<file path="src/rtl/game_pkg.sv">
// rtl/game_pkg.sv - shared types and playfield constants for the catching game
package game_pkg;

  localparam int COORD_W = 10;

  localparam logic [COORD_W-1:0] TRAY_Y        = 10'd440;
  localparam logic [COORD_W-1:0] SCREEN_BOTTOM = 10'd479;

  typedef enum logic [1:0] {
    GS_IDLE = 2'd0,
    GS_PLAY = 2'd1,
    GS_OVER = 2'd2
  } game_state_t;

  typedef enum logic [2:0] {
    S_IDLE,
    S_WAIT,
    S_UPDATE,
    S_SPAWN,
    S_OVER
  } fsm_state_t;

endpackage

</file>
<file path="src/rtl/catch_window.sv">
// rtl/catch_window.sv - per-slot fall step and catch/miss decision against the tray
module catch_window
  import game_pkg::*;
#(
  parameter int FALL_STEP = 2,
  parameter int TRAY_HALF = 32,
  parameter int OBJ_HALF  = 8
) (
  input  logic [COORD_W-1:0] x,
  input  logic [COORD_W-1:0] y,
  input  logic [COORD_W-1:0] tray_position,
  output logic [COORD_W-1:0] new_y,
  output logic               is_catch,
  output logic               is_miss
);

  localparam logic [COORD_W-1:0] REACH = COORD_W'(TRAY_HALF + OBJ_HALF);
  localparam logic [COORD_W-1:0] STEP  = COORD_W'(FALL_STEP);

  logic [COORD_W:0]   max_sum;
  logic [COORD_W-1:0] tray_min;
  logic [COORD_W-1:0] tray_max;
  logic               in_window;
  logic               crossing;

  always_comb begin
    new_y     = y + STEP;
    // Window edges clamp to the screen instead of wrapping around it.
    max_sum   = {1'b0, tray_position} + {1'b0, REACH};
    tray_min  = (tray_position >= REACH) ? (tray_position - REACH) : '0;
    tray_max  = max_sum[COORD_W] ? '1 : max_sum[COORD_W-1:0];
    in_window = (x >= tray_min) && (x <= tray_max);
    crossing  = (y < TRAY_Y) && (new_y >= TRAY_Y);
    is_catch  = crossing && in_window;
    is_miss   = !is_catch && (new_y >= SCREEN_BOTTOM);
  end

endmodule

</file>
<file path="src/rtl/catch_game_scheduler.sv">
// rtl/catch_game_scheduler.sv - object slot pool, per-frame sweep, spawn scheduling and scoring
module catch_game_scheduler
  import game_pkg::*;
#(
  parameter int NUM_OBJ        = 4,
  parameter int SPAWN_INTERVAL = 60,
  parameter int FALL_STEP      = 2,
  parameter int X_OFFSET       = 64,
  parameter int TRAY_HALF      = 32,
  parameter int OBJ_HALF       = 8,
  parameter int INIT_LIVES     = 3
) (
  input  logic                       Clk,
  input  logic                       Reset,
  input  logic                       frame_tick,
  input  logic                       start,
  input  logic [8:0]                 rand_position,
  input  logic [COORD_W-1:0]         tray_position,
  output logic [NUM_OBJ-1:0]         obj_valid,
  output logic [COORD_W*NUM_OBJ-1:0] obj_x,
  output logic [COORD_W*NUM_OBJ-1:0] obj_y,
  output logic [7:0]                 score,
  output logic [1:0]                 lives,
  output logic [1:0]                 game_state,
  output logic                       catch_pulse,
  output logic                       miss_pulse,
  output logic                       overrun
);

  localparam int IDX_W = (NUM_OBJ > 1) ? $clog2(NUM_OBJ) : 1;
  localparam int CNT_W = (SPAWN_INTERVAL > 1) ? $clog2(SPAWN_INTERVAL) : 1;
  localparam logic [IDX_W-1:0]   IDX_LAST   = IDX_W'(NUM_OBJ - 1);
  localparam logic [CNT_W-1:0]   CNT_LAST   = CNT_W'(SPAWN_INTERVAL - 1);
  localparam logic [COORD_W-1:0] X_OFF      = COORD_W'(X_OFFSET);
  localparam logic [1:0]         LIVES_INIT = 2'(INIT_LIVES);

  fsm_state_t         state_q, state_d;
  logic [IDX_W-1:0]   idx_q, idx_d;
  logic [NUM_OBJ-1:0] valid_q, valid_d;
  logic [COORD_W-1:0] x_q [NUM_OBJ];
  logic [COORD_W-1:0] x_d [NUM_OBJ];
  logic [COORD_W-1:0] y_q [NUM_OBJ];
  logic [COORD_W-1:0] y_d [NUM_OBJ];
  logic [7:0]         score_q, score_d;
  logic [1:0]         lives_q, lives_d;
  logic [CNT_W-1:0]   cnt_q, cnt_d;
  logic               catch_q, catch_d, miss_q, miss_d, overrun_q, overrun_d;

  logic [COORD_W-1:0] cw_new_y;
  logic               cw_catch, cw_miss;
  logic               has_free;
  logic [IDX_W-1:0]   free_idx;

  catch_window #(
    .FALL_STEP(FALL_STEP),
    .TRAY_HALF(TRAY_HALF),
    .OBJ_HALF (OBJ_HALF)
  ) u_window (
    .x            (x_q[idx_q]),
    .y            (y_q[idx_q]),
    .tray_position(tray_position),
    .new_y        (cw_new_y),
    .is_catch     (cw_catch),
    .is_miss      (cw_miss)
  );

  always_comb begin
    has_free = 1'b0;
    free_idx = '0;
    for (int i = NUM_OBJ - 1; i >= 0; i--) begin
      if (!valid_q[i]) begin
        has_free = 1'b1;
        free_idx = IDX_W'(i);
      end
    end
  end

  always_ff @(posedge Clk or posedge Reset) begin
    if (Reset) state_q <= S_IDLE;
    else       state_q <= state_d;
  end

  always_comb begin
    state_d = state_q;
    case (state_q)
      S_IDLE:   if (start) state_d = S_WAIT;
      S_WAIT:   if (frame_tick) state_d = S_UPDATE;
      S_UPDATE: if (idx_q == IDX_LAST) state_d = S_SPAWN;
      S_SPAWN:  state_d = (lives_q == 2'd0) ? S_OVER : S_WAIT;
      S_OVER:   if (start) state_d = S_WAIT;
      default:  state_d = S_IDLE;
    endcase
  end

  always_comb begin
    game_state = GS_PLAY;
    if (state_q == S_IDLE) game_state = GS_IDLE;
    if (state_q == S_OVER) game_state = GS_OVER;
    obj_valid = (state_q == S_OVER) ? '0 : valid_q;
    obj_x = '0;
    obj_y = '0;
    for (int i = 0; i < NUM_OBJ; i++) begin
      obj_x[COORD_W*i +: COORD_W] = x_q[i];
      obj_y[COORD_W*i +: COORD_W] = y_q[i];
    end
    score       = score_q;
    lives       = lives_q;
    catch_pulse = catch_q;
    miss_pulse  = miss_q;
    overrun     = overrun_q;
  end

  always_comb begin
    idx_d     = idx_q;
    valid_d   = valid_q;
    x_d       = x_q;
    y_d       = y_q;
    score_d   = score_q;
    lives_d   = lives_q;
    cnt_d     = cnt_q;
    catch_d   = 1'b0;
    miss_d    = 1'b0;
    overrun_d = frame_tick && ((state_q == S_UPDATE) || (state_q == S_SPAWN));
    case (state_q)
      S_IDLE, S_OVER: begin
        if (start) begin
          idx_d   = '0;
          valid_d = '0;
          score_d = '0;
          lives_d = LIVES_INIT;
          cnt_d   = '0;
          for (int i = 0; i < NUM_OBJ; i++) begin
            x_d[i] = '0;
            y_d[i] = '0;
          end
        end
      end
      S_WAIT: if (frame_tick) idx_d = '0;
      S_UPDATE: begin
        idx_d = idx_q + 1'b1;
        if (valid_q[idx_q]) begin
          if (cw_catch) begin
            valid_d[idx_q] = 1'b0;
            catch_d        = 1'b1;
            if (score_q != 8'hFF) score_d = score_q + 8'd1;
          end else if (cw_miss) begin
            valid_d[idx_q] = 1'b0;
            miss_d         = 1'b1;
            if (lives_q != 2'd0) lives_d = lives_q - 2'd1;
          end else begin
            y_d[idx_q] = cw_new_y;
          end
        end
      end
      S_SPAWN: begin
        // A full pool leaves the counter parked at its last value so the spawn fires on the next free sweep.
        if (lives_q != 2'd0) begin
          if (cnt_q == CNT_LAST) begin
            if (has_free) begin
              valid_d[free_idx] = 1'b1;
              x_d[free_idx]     = {1'b0, rand_position} + X_OFF;
              y_d[free_idx]     = '0;
              cnt_d             = '0;
            end
          end else begin
            cnt_d = cnt_q + 1'b1;
          end
        end
      end
      default: ;
    endcase
  end

  always_ff @(posedge Clk or posedge Reset) begin
    if (Reset) begin
      idx_q     <= '0;
      valid_q   <= '0;
      score_q   <= '0;
      lives_q   <= LIVES_INIT;
      cnt_q     <= '0;
      catch_q   <= 1'b0;
      miss_q    <= 1'b0;
      overrun_q <= 1'b0;
      for (int i = 0; i < NUM_OBJ; i++) begin
        x_q[i] <= '0;
        y_q[i] <= '0;
      end
    end else begin
      idx_q     <= idx_d;
      valid_q   <= valid_d;
      score_q   <= score_d;
      lives_q   <= lives_d;
      cnt_q     <= cnt_d;
      catch_q   <= catch_d;
      miss_q    <= miss_d;
      overrun_q <= overrun_d;
      x_q       <= x_d;
      y_q       <= y_d;
    end
  end

endmodule

</file>
<file path="config.mk">
export PLATFORM = sky130hd
export DESIGN_NAME = catch_game_scheduler
export DESIGN_NICKNAME = d
export VERILOG_FILES = /design/src/rtl/game_pkg.sv /design/src/rtl/catch_window.sv /design/src/rtl/catch_game_scheduler.sv
export SDC_FILE = /design/constraint.sdc
export NUM_CORES = 1
export LEC_CHECK = 0
export CAP_MARGIN = 20
export CORE_MARGIN = 5
export CORE_UTILIZATION = 53
export CTS_CLUSTER_DIAMETER = 50
export DETAILED_ROUTE_END_ITERATION = 7
export PLACE_DENSITY_LB_ADDON = 0.1
export SLEW_MARGIN = 40
export SYNTH_ARGS = -nofsm -noshare
export SYNTH_HDL_FRONTEND = slang
export SYNTH_SLANG_ARGS = --single-unit
export TNS_END_PERCENT = 100
</file>
<file path="constraint.sdc">
create_clock -name Clk -period 4.8 [get_ports Clk]
set_input_delay 0.96 -clock Clk [delete_from_list [all_inputs] [get_ports Clk]]
set_output_delay 0.96 -clock Clk [all_outputs]
set_load 0.05 [all_outputs]
</file>
==> Word level (Yosys, flattened, before mapping) <==
Index checks and enable logic that the tools add are counted.
{ "totals": {"word_cells": 177, "reg_bits": 108, "in_bits": 23, "output_inout_bits": 99} }
{ "op_classes": {"add_sub_neg": 8, "n_reduce_logical": 27, "eq_ne": 22, "magnitude_cmp": 14, "bitwise": 7, "mux": 82} }
{ "op_table": {"columns": ["op", "count"], "rows": [
  ["two-way mux 40 bit", 10],
  ["case mux 40 bit (3 select lines)", 1],
  ["bitwise mux 40 bit", 2],
  ["two-way mux 10 bit", 8],
  ["case mux 40 bit (2 select lines)", 1],
  ["bitwise AND 40 bit", 1],
  ["binary-select mux 10 bit (select 2 bit)", 2],
  ["demux 10 bit (select 2 bit)", 2],
  ["inverter 40 bit", 1],
  ["two-way mux 4 bit", 8],
  ["two-way mux 8 bit", 4],
  ["two-way mux 2 bit", 12],
  ["two-way mux 6 bit", 4],
  [">= comparator 10 x 9 -> 1 bit, second input constant", 2],
  ["case mux 8 bit (2 select lines)", 1],
  ["two-way mux 1 bit", 15],
  ["inequality test 2 bit, second input constant", 7],
  ["two-way mux 3 bit", 4],
  ["inequality test 2 x 1 -> 1 bit, second input constant", 6],
  ["case mux 3 bit (4 select lines)", 1],
  ["case mux 4 bit (3 select lines)", 1],
  ["case mux 6 bit (2 select lines)", 1],
  ["adder 10 x 6 -> 11 bit, second input constant", 1],
  ["adder 10 x 2 -> 10 bit, second input constant", 1],
  ["43 further kinds", 64]
]} }

==> Longest topological paths before layout <==
Gate-level depths: netlist (run 1).
{ "depth": {"depth_word": 15, "ltp_mapped": 15, "depth_no_buf": 14} }

==> Modules after synthesis <==
From an unflattened synthesis (run 1), not the netlist that was laid out.
{ "unflattened": {"hier_cells": 723, "hier_area_um2": 7049.3} }
{ "modules_own_cells": {"columns": ["module", "n_inst", "seq_area_each_um2", "cells_each", "area_per_inst_um2"], "rows": [
  ["catch_game_scheduler", 1, 2705.1, 579, 6049.6],
  ["catch_window", 1, 0.0, 144, 999.7]
]} }

==> Worst setup path before layout (run 1) <==
OpenSTA, ideal clock, no wires.
{ "synth_path": {"kind": "input -> register", "from": "in tray_position[5]", "to": "reg y_q (netlist bit obj_y[12])", "setup_ps": 125, "arrival_time_ps": 4212, "t_required_ps": 4675, "path_buffers": 2, "setup_slack_ps": 463, "path_stages": 14, "path_cell_list": "clkbuf_1 -> o21ai_0 -> nand2_1 -> or3_1 -> clkbuf_1 -> and2_1 -> ha_1 -> nor2b_1 -> o21ai_0 -> a2111oi_0 -> a2111oi_4 -> a31oi_4 -> o31ai_4 -> mux2_4"} }
{ "synth_between": {"elab_chain_cells": 9, "word_cells_on_any_way": 14, "cone_classes": "add/sub: 2; order compare: 3; eq/ne: 2; mux: 2; reduce/logical: 5"} }
{ "synth_lines": {"columns": ["item", "line", "rtl"], "rows": [
  ["start, declared", "catch_game_scheduler.sv:18", "input logic [COORD_W-1:0] tray_position,"],
  ["subtractor 10 x 6 -> 10 bit (tied with other cells)", "catch_window.sv:30", "tray_min = (tray_position >= REACH) ? (tray_position - REACH) : '0;"],
  ["two-way mux 10 bit, on equally long branches", "catch_window.sv:30, catch_window.sv:31", null],
  [">= comparator 10 bit / <= comparator 10 bit (equally long branches)", "catch_window.sv:32", "in_window = (x >= tray_min) && (x <= tray_max);"],
  ["logical AND 1 bit (*)", "catch_window.sv:32", null],
  ["logical AND 1 bit (*)", "catch_window.sv:34", "is_catch = crossing && in_window;"],
  ["zero test 1 bit", "catch_window.sv:35", "is_miss = !is_catch && (new_y >= SCREEN_BOTTOM);"],
  ["logical AND 1 bit", "catch_window.sv:35", null],
  ["inequality test 2 bit (no source line)", null, null],
  ["AND reduction 8 bit (no source line) (*)", null, null],
  ["end signal, assigned", "catch_game_scheduler.sv:198", "y_q <= y_d;"],
  ["end, declared", "catch_game_scheduler.sv:42", "logic [COORD_W-1:0] y_q [NUM_OBJ];"]
]} }
Every way passes the cells marked *; elsewhere a longest branch is shown, timed or not.
A chain may end at the register's enable or synchronous reset.

==> Final worst setup path (run 1) <==
{ "layout_path": {"from": "in tray_position[3]", "to": "reg y_q (netlist bit obj_y[3])"} }
The elaborated chain is that of the path after synthesis.

==> results of run 1 <==
## logic make-up (layout without fill, tap and decap cells)
group / after synthesis / in the layout / share of synthesized area
xor gates and xnor gates: 16 / 16 / 0.0218
adders and majority gates: 32 / 32 / 0.0624
and+or+nand+nor: 182 / 182 / 0.142
DFF: 108 / 108 / 0.422
AOI/OAI and AO/OA: 177 / 177 / 0.227
buffers and inverters: 49 / 178 / 0.0347
muxes: 30 / 30 / 0.0909
## critical path, stage by stage
cell and delay (ns):
clkdlybuf4s50_1 0.47, o21ai_0 0.28, nand2_1 0.10, or3_1 0.43, nand2_1 0.12, ha_1 0.24
a211oi_1 0.20, o21ai_0 0.13, a2111oi_1 0.62, a2111oi_4 0.19, a31oi_4 0.24, buf_12 0.18
o2111ai_4 0.22, o2bb2ai_1 0.23
## registers in the layout, summed over array words and instances (netlist names)
| signal | flops |
|---|---|
| state_q | 3 |
| overrun | 1 |
| miss_pulse | 1 |
| catch_pulse | 1 |
| idx_q | 2 |
| lives | 2 |
| score | 8 |
| obj_x | 40 |
| cnt_q | 6 |
| obj_y | 40 |
| valid_q | 4 |
## metal layers
layer	part of all wire	track usage	up-vias
met2	0.47	0.404	237
met5	0	0	-
met4	0.020	0.0766	0
met1	0.43	0.363	2699
li1	-	-	2504
met3	0.078	0.0613	29
## power breakdown
group          internal, mW  switching (mW)
combinational         0.415           0.771
sequential            0.964           0.120
clock                 0.362           0.370
## metrics by stage
step / hold slack (ns) / area (sq um) / std cells / worst slack, ns
2_1_floorplan: 0.470 / 6420 / 594 / 0.463
6_report: 0.512 / 8140 / 870 / 0.465
5_1_grt: 0.530 / 8140 / 870 / 0.241
3_5_place_dp: 0.496 / 7850 / 854 / -0.0710
4_1_cts: 0.516 / 8130 / 870 / 0.294
3_3_place_gp: 0.491 / 7830 / 854 / 0.0823
## cells in the mapped netlist (all sizes together), types with 7 or more instances
| master | number | area share |
|---|---|---|
| nor2 | 40 | 0.023 |
| a21oi | 23 | 0.020 |
| o31ai | 9 | 0.013 |
| o21ai | 28 | 0.022 |
| nor2b | 8 | 0.0078 |
| nand3 | 17 | 0.013 |
| a22o | 33 | 0.045 |
| a31oi | 9 | 0.011 |
| dfrtp | 106 | 0.41 |
| nand4 | 7 | 0.0068 |
| and3 | 9 | 0.0088 |
| o2bb2ai | 36 | 0.051 |
| and2 | 10 | 0.0099 |
| nor3 | 8 | 0.0062 |
| xor2 | 9 | 0.012 |
| inv | 22 | 0.013 |
| ha | 32 | 0.062 |
| nand2 | 53 | 0.031 |
| buf | 8 | 0.011 |
| clkbuf | 19 | 0.011 |
| mux4 | 21 | 0.075 |
| or3 | 8 | 0.0078 |
| xnor2 | 7 | 0.0096 |
## final cells by class
class | count | share of cell area
Clock buffer | 9 | 0.0277
Clock inverter | 7 | 0.00722
Inverter | 22 | 0.0111
Multi-Input combinational cell | 437 | 0.431
Sequential cell | 108 | 0.332
Tap cell | 147 | 0.0226
Timing Repair Buffer | 140 | 0.168
## how the worst max path moves through the flow
stage | slack (ns) | endpoint | cells past startpoint
floorplan | 0.46 | obj_y[12] | 14
global placement | 0.08 | obj_y[12] | 14
detailed placement | -0.07 | obj_y[24] | 14
CTS | 0.29 | obj_y[3] | 14
global route | 0.24 | obj_y[26] | 14
finish | 0.46 | obj_y[3] | 14
==> out/results.txt, run 1 <==
Reg clk slew, reported paths: 0.07 ns
Vias per inst: 6.29
Max rail drop VDD: 0.217 mV
WHS Path Cells: 1
Die Height: 120 um
Max clock buf depth: 2
Synth Flop Type: dfrtp_1
Initial antenna violation count: 0
Number of I/O port buffers: 121
#FFs+latches synth: 108
Clock Latency Late Sink: 0.36 ns
Leak: 3.40 nW
# resized after CTS: 0
Final Skew: 0.00724 ns
Wirelength per Cell: 20.9 um
Pre-antenna DRT Iters: 6
Die ar.: 14400 sq um
RSZ-0062 raised after global routing: no
Fin crit period: 4.34 ns
Core footprint: 12000 sq um
I/O pins: 122
Grt ovf: 0
Crit path from: tray_position[3]
Detail Placement HPWL: 13700 um
Slew HR: 0.473
R2r worst-path depth: 9
Initial core utilization: 0.537
Max Clk Rate: 231 MHz
Max-Cap Viols: 0
Sink Count: 108
FF-to-FF Start: idx_q[0]
CP Launch Type: input port
Setup Fix Bufs, Post-CTS: 0
Vias in the first global route: 5517
Syn Area/Cell: 10.8 sq um
Critical Path RT: 5.08 ns
First-pass GRT wire length: 30000 um
Area grow syn2layout: 26.9%
Crit end category: register
Seq/Total Area, Yosys: 0.422
Clk root buf: clkbuf_16
Post-route setup TNS: 0 ns
H-tree depth: 3
Post-synth ARST share: 1.00
Site Rows: 40
DRC: 0
Power density cells: 369 nW/um^2
Synth cell types: 70
Hold Crit Class: register to register
Fraction of layout cells with a size suffix above 1: 0.120
Most frequent cells in the layout: clkdlybuf4s50_1, dfrtp_1, nand2_1, nor2_1, o2bb2ai_1
Total track usage: 0.260
Crit path DAT: 4.61 ns
Utilization after layout: 0.681
Final count of hold timing violations: 0
Synthesized net count: 649
Power, Total: 3.00 mW
Post-Syn Area: 6420 sq um
Multi-input logic area: 3510 sq um
TritonCTS clock tree: done
Worst R2R Setup Slack: 0.69 ns
1st-iter DRT viols: 624
EDFF count, synth: 0
Die width: 120 um
Fillers: 935
Least-Margin Pin Slew: 0.787 ns
Hold wc startpoint: score[7]
Status: completed
Drt total wl: 18200 um
Routability Congestion: 0.914
Setup CP Type: input port to register
Post-Syn Instances: 594
Via count: 5469
Pin count of the biggest net entering global routing: 85
Antenna fix cells: 0
Cts bufs inserted: 9
Reg area: 2710 sq um
Fin crit share: 0.903
Nets: 773
Synth Warn #: 0
Setup violations, final: 0
Final Max Slew Viols: 0
Hold EP: score[7]
CP max FO: 10
Reg2reg end: obj_y[12]
Commonest non-fill, non-tap cell in the layout: clkdlybuf4s50_1
Post-CTS Hold Fix Bufs: 0
Antenna-violating nets left: 0
Note: power is estimated with default switching activity, not from simulation.
==> inputs of run 2 (changes only) <==
--- a/config.mk
+++ b/config.mk
@@ -5,12 +5,13 @@
 export SDC_FILE = /design/constraint.sdc
 export NUM_CORES = 1
 export LEC_CHECK = 0
+export ABC_CLOCK_PERIOD_IN_PS = 4800
 export CAP_MARGIN = 20
-export CORE_MARGIN = 5
 export CORE_UTILIZATION = 53
 export CTS_CLUSTER_DIAMETER = 50
 export DETAILED_ROUTE_END_ITERATION = 7
 export PLACE_DENSITY_LB_ADDON = 0.1
+export RECOVER_POWER = 25
 export SLEW_MARGIN = 40
 export SYNTH_ARGS = -nofsm -noshare
 export SYNTH_HDL_FRONTEND = slang
==> run 2 against run 1 <==
Effect of this change: the run now ends with design-rule violations, max-capacitance violations, max-slew violations left; global-route usage is 3.5 points higher; wire length is 1.3% lower; critical path depth is 1 higher; clock power is 9.0% higher; hold slack worse by 0.0027 ns; first-iteration DRC count is 23% lower; largest cell class unchanged.
==> out/results.txt, run 2 (synthesis results as in run 1) <==
Status: finished with violations
Failing checks: design-rule violations, max-capacitance violations, max-slew violations
Drt total wl: 18000 um (-1.3%)
Post-CTS Hold Fix Bufs: 0 (unchanged)
Pre-antenna DRT Iters: 8 (+2)
Final Max Slew Viols: 48 (+48)
Pin count of the biggest net entering global routing: 48 (-44%)
Hold Crit Class: register to register
Least-Margin Pin Slew: 2.09 ns (+1.30 ns)
# resized after CTS: 0 (unchanged)
Fin crit period: 4.51 ns (+0.173 ns)
Setup CP Type: input port to register
Critical Path RT: 5.07 ns (about the same)
Slowest Stage Delay on Critical Path: 0.75 ns (+0.13 ns)
DRC: 10 (+10)
Max rail drop VDD: 0.258 mV (+19%)
Fin crit share: 0.939 (+0.0360)
Setup Fix Bufs, Post-CTS: 0 (unchanged)
Slew HR: -0.402 (-0.875)
Vias per inst: 6.45 (+2.6%)
Core footprint: 11600 sq um (-2.9%)
Sink Count: 108 (unchanged)
Grt ovf: 0 (unchanged)
Die Height: 112 um (-6.7%)
Commonest non-fill, non-tap cell in the layout: clkdlybuf4s50_1
Clk root buf: clkbuf_16
Final Skew: 0.00615 ns (-0.00109 ns)
Reg clk slew, reported paths: 0.08 ns (about the same)
Fraction of layout cells with a size suffix above 1: 0.121 (+0.000880)
Final count of hold timing violations: 0 (unchanged)
Max Clk Rate: 222 MHz (-3.8%)
1st-iter DRT viols: 480 (-23%)
Max-Cap Viols: 1 (+1)
Detail Placement HPWL: 13200 um (-3.7%)
Grt met3 use: 0.0626 (+0.00137)
CP Launch Type: input port
Routability Congestion: 0.912 (-0.20%)
Nets: 776 (+0.39%)
Power, Total: 3.07 mW (+2.4%)
Fillers: 874 (-6.5%)
Global route hottest layer: met2
Slowest CP cell: a2111oi_0
Vias in the first global route: 5475 (-0.76%)
TritonCTS clock tree: done
Via count: 5607 (+2.5%)
Site Rows: 39 (-2.5%)
Total track usage: 0.295 (+0.0349)
CP max FO: 10 (unchanged)
Cts bufs inserted: 9 (unchanged)
Max clock buf depth: 2 (unchanged)
Die ar.: 12600 sq um (-13%)
H-tree depth: 3 (unchanged)
Antenna-violating nets left: 0 (unchanged)
Antenna fix cells: 0 (unchanged)
Cell Chain, Critical Path: clkdlybuf4s50_1 -> o21ai_0 -> nand2_1 -> or3_1 -> buf_4 -> nand2_1 -> ha_1 -> nor2_1 -> nor2_1 -> a2111oi_0 -> a2111oi_4 -> a31oi_4 -> buf_12 -> o2111ai_4 -> o2bb2ai_1
Most frequent cells in the layout: clkdlybuf4s50_1, dfrtp_1, nand2_1, nor2_1, o2bb2ai_1
Area grow syn2layout: 27.5%
Crit path DAT: 4.77 ns (+0.16 ns)
Die width: 112 um (-6.7%)
Setup violations, final: 0 (unchanged)
Initial core utilization: 0.553 (+0.0161)
I/O pins: 122 (unchanged)
RSZ-0062 raised after global routing: no
Met1 Usage GRT: 0.393 (+0.0299)
Hold slack: 0.510 ns (-0.00267 ns)
Power density cells: 376 nW/um^2 (+1.9%)
Crit end category: register
Leak: 3.41 nW (+0.36%)
GR Util met2: 0.479 (+0.0744)
First-pass GRT wire length: 28900 um (-3.5%)
Clock Latency Late Sink: 0.35 ns (about the same)
Initial antenna violation count: 0 (unchanged)
Wirelength per Cell: 20.7 um (-1.2%)
Number of I/O port buffers: 121 (unchanged)
[run 2: changes by cell type in the layout (fill, tap and decap cells not counted), moves of 2 or more]
cell,previous run,this run
clkinv_2,2,0
dlygate4sd3_1,0,2
inv_8,4,1
clkdlybuf4s50_1,121,119
clkbuf_1,0,2
[run 2: final timing paths]
path,from,endpoint,slack (ns),cells after the start
max,tray_position[3],obj_y[34],0.29,15
min,cnt_q[0],cnt_q[0],0.51,1
max reg2reg,idx_q[0],obj_y[34],0.61,11
min reg2reg,cnt_q[0],cnt_q[0],0.51,1
max in group asynchronous,Reset,miss_pulse,1.36,3
min in group asynchronous,Reset,obj_y[28],1.60,2
[run 2: cell type report]
type / count / area [sq um] / share of cell area
multi-input combinational: 437 / 3510 / 0.429
clock buffer: 10 / 239 / 0.0292
inverter: 22 / 83.8 / 0.0102
clock inverter: 6 / 81.3 / 0.00994
sequential: 108 / 2710 / 0.331
timing repair buffer: 143 / 1380 / 0.169
tap: 143 / 179 / 0.0219
[run 2: where the power goes]
part	switching, mW	leakage [nW]	internal (mW)
Sequential	0.116	1.49	0.964
Clock	0.369	0.150	0.430
Combinational	0.780	1.77	0.415
Total	1.27	3.41	1.81
[run 2: critical path: cells and delay by family]
| family | cells | cell delay [ns] |
|---|---|---|
| AO/OA/AOI/OAI | 6 | 1.99 |
| adder cells (fa/ha/maj) | 1 | 0.22 |
| buffers and inverters | 3 | 0.82 |
| AND/OR/NAND/NOR | 5 | 0.79 |
[run 2: per-layer routing]
| layer | up-vias | routed length [um] |
|---|---|---|
| li1 | 2510 | - |
| met1 | 2789 | 7690 |
| met2 | 284 | 8620 |
| met3 | 24 | 1310 |
| met4 | 0 | 365 |
| met5 | - | 0 |
[run 2: per-stage QoR]
stage	utilization	setup TNS (ns)	instance area, sq um	setup slack, ns	std cells
final	0.704	0	8180	0.292	869
after global routing	0.704	0	8180	0.0803	869
after CTS	0.705	0	8180	0.313	869
after detailed placement	0.677	-2.65	7860	-0.118	853
after global placement	0.676	0	7850	0.112	853
after floorplan	-	0	6420	0.463	594
==> inputs of run 3 (changes only) <==
--- a/config.mk
+++ b/config.mk
@@ -10,6 +10,7 @@
 export CORE_UTILIZATION = 53
 export CTS_CLUSTER_DIAMETER = 50
 export DETAILED_ROUTE_END_ITERATION = 7
+export GPL_TIMING_DRIVEN = 0
 export PLACE_DENSITY_LB_ADDON = 0.1
 export RECOVER_POWER = 25
 export SLEW_MARGIN = 40
==> run 3 against run 2 <==
Effect of this change: the flow still finishes with violations (design-rule violations, max-capacitance violations, max-slew violations); core utilization hardly changed; highest routed layer unchanged; setup slack got worse by 0.088 ns; wire length decreased by 0.17%.
==> out/results.txt, run 3 (synthesis results as in run 1) <==
Die width: 112 um (unchanged)
Wirelength per Cell: 20.6 um (-0.62%)
Commonest non-fill, non-tap cell in the layout: clkdlybuf4s50_1
Slew HR: -0.339 (+0.0629)
DRC: 11 (+1)
FF-to-FF Start: idx_q[1]
Cts bufs inserted: 9 (unchanged)
Fraction of layout cells with a size suffix above 1: 0.105 (-0.0157)
Max clock buf depth: 2 (unchanged)
CP Launch Type: input port
CP max FO: 10 (unchanged)
Area grow syn2layout: 27.4% (about the same)
Setup ws final: 0.204 ns (-0.0883 ns)
Die Height: 112 um (unchanged)
Final count of hold timing violations: 0 (unchanged)
H-tree depth: 3 (unchanged)
Critical Path RT: 5.04 ns (-0.03 ns)
I/O pins: 122 (unchanged)
Slowest Stage Delay on Critical Path: 0.48 ns (-0.27 ns)
Power density cells: 380 nW/um^2 (+1.1%)
Vias in the first global route: 5506 (+0.57%)
Max Clk Rate: 218 MHz (-1.9%)
Max-Cap Viols: 2 (+1)
Initial antenna violation count: 0 (unchanged)
Failing checks: design-rule violations, max-capacitance violations, max-slew violations
Hold wc startpoint: score[7]
Setup CP Type: input port to register
Die ar.: 12600 sq um (unchanged)
Crit end category: register
1st-iter DRT viols: 538 (+12%)
Fin crit share: 0.958 (+0.0184)
Power, Total: 3.11 mW (+1.1%)
Crit path DAT: 4.84 ns (+0.07 ns)
Grt ovf: 0 (unchanged)
Post-CTS Hold Fix Bufs: 0 (unchanged)
Pre-antenna DRT Iters: 8 (unchanged)
Drt total wl: 18000 um (-0.17%)
First-pass GRT wire length: 28900 um (-0.12%)
Fillers: 909 (+4.0%)
RSZ-0062 raised after global routing: no
Vias per inst: 6.43 (-0.30%)
Leak: 3.38 nW (-1.0%)
Total track usage: 0.296 (+0.00101)
Least-Margin Pin Slew: 2.00 ns (-0.0939 ns)
Most frequent cells in the layout: clkdlybuf4s50_1, dfrtp_1, nand2_1, nor2_1, o2bb2ai_1
Sink Count: 108 (unchanged)
Max rail drop VDD: 0.221 mV (-14%)
CP Buf/Inv Count: 3 (unchanged)
Crit path from: tray_position[3]
Top delay family on crit path: compound AO/OA/AOI/OAI gates
Detail Placement HPWL: 12900 um (-1.9%)
Routability Congestion: 0.918 (+0.61%)
Cell Chain, Critical Path: clkdlybuf4s50_1 -> o21ai_1 -> nand2_1 -> or3_1 -> clkbuf_1 -> and2_1 -> ha_1 -> nor2b_1 -> o21ai_0 -> a2111oi_2 -> a2111oi_4 -> a31oi_4 -> buf_12 -> o31ai_4 -> mux2_4
Status: finished with violations
Nets: 780 (+0.52%)
Post-place setup slack: -0.649 ns (-0.531 ns)
Setup violations, final: 0 (unchanged)
Initial core utilization: 0.553 (unchanged)
Clk root buf: clkbuf_16
TritonCTS clock tree: done
Reg clk slew, reported paths: 0.07 ns (about the same)
Pin count of the biggest net entering global routing: 64 (+33%)
Antenna-violating nets left: 0 (unchanged)
Core footprint: 11600 sq um (unchanged)
Site Rows: 39 (unchanged)
Final Max Slew Viols: 111 (+130%)
Hold Crit Class: register to register
Fin crit period: 4.60 ns (+0.0883 ns)
Final Skew: 0.00900 ns (+0.00285 ns)
Slowest CP cell: a2111oi_4
Number of I/O port buffers: 118 (-2.5%)
Antenna fix cells: 0 (unchanged)
Clock Latency Late Sink: 0.35 ns (about the same)
Reg area: 2710 sq um (unchanged)
Multi-input logic area: 3550 sq um (+1.1%)
Via count: 5616 (+0.16%)
==> run 3: cell count changes in the layout (fill, tap and decap cells not counted), moves of 3 or more <==
cell	change
clkdlybuf4s50_1	-3
clkbuf_1	+17
a21oi_4	+4
buf_4	-17
buf_2	+3
a21oi_2	-4
==> run 3: layer usage <==
metal | vias to the layer above | share of wire | track usage
met2 | 251 | 0.48 | 0.476
li1 | 2532 | - | -
met4 | 0 | 0.020 | 0.102
met1 | 2804 | 0.43 | 0.406
met5 | - | 0 | 0
met3 | 29 | 0.075 | 0.0545
==> run 3: power breakdown <==
group	internal (mW)	leakage [nW]	switching (mW)
logic	0.412	1.74	0.880
clock network	0.428	0.149	0.364
registers	0.965	1.49	0.0580
total	1.80	3.38	1.30
==> run 3: cell type report <==
| cell class | count | share of cell area |
|---|---|---|
| clock buffers | 11 | 0.0297 |
| multi-input cells | 437 | 0.434 |
| clock inverters | 5 | 0.00811 |
| well taps | 143 | 0.0219 |
| inverters | 22 | 0.0103 |
| plain buffers | 27 | 0.0173 |
| flip-flops and latches | 108 | 0.331 |
| repair buffers | 120 | 0.148 |
==> run 3: worst paths after layout <==
kind | to | slack, ns | cells past startpoint
setup / recovery | obj_y[12] | 0.20 | 15
hold / removal | score[7] | 0.51 | 1
setup reg to reg | obj_y[12] | 0.36 | 13
hold reg to reg | score[7] | 0.51 | 1
max in group asynchronous | obj_x[6] | 0.99 | 3
min in group asynchronous | obj_y[4] | 1.57 | 2
==> run 3: what timing repair did <==
action / 4_1_cts / 5_1_grt
buffers inserted: 1 / 0
pin swaps: 1 / 0
resized for setup: 1 / 7
hold endpoints to repair: 0 / 0
setup endpoints to repair: 44 / 39
==> run 3: through the flow <==
stage / instances / hold slack (ns) / utilization / setup TNS (ns) / cell area [sq um]
2_1_floorplan: 594 / 0.470 / - / 0 / 6420
3_3_place_gp: 855 / 0.489 / 0.670 / -66.04 / 7780
3_5_place_dp: 856 / 0.496 / 0.674 / -27.98 / 7830
4_1_cts: 873 / 0.510 / 0.702 / 0 / 8160
5_1_grt: 873 / 0.536 / 0.704 / 0 / 8170
6_report: 873 / 0.507 / 0.704 / 0 / 8170
==> run 3: worst reg2reg max path: stages, from the launching register on <==
cell and delay (ns):
dfrtp_1 0.41, buf_2 0.24, buf_2 0.32, buf_1 0.56, mux4_2 0.47, ha_1 0.33, nand2_1 0.05, o21ai_0 0.29
a2111oi_2 0.17, a2111oi_4 0.48, a31oi_4 0.15, buf_12 0.19, o31ai_4 0.34, mux2_4 0.33
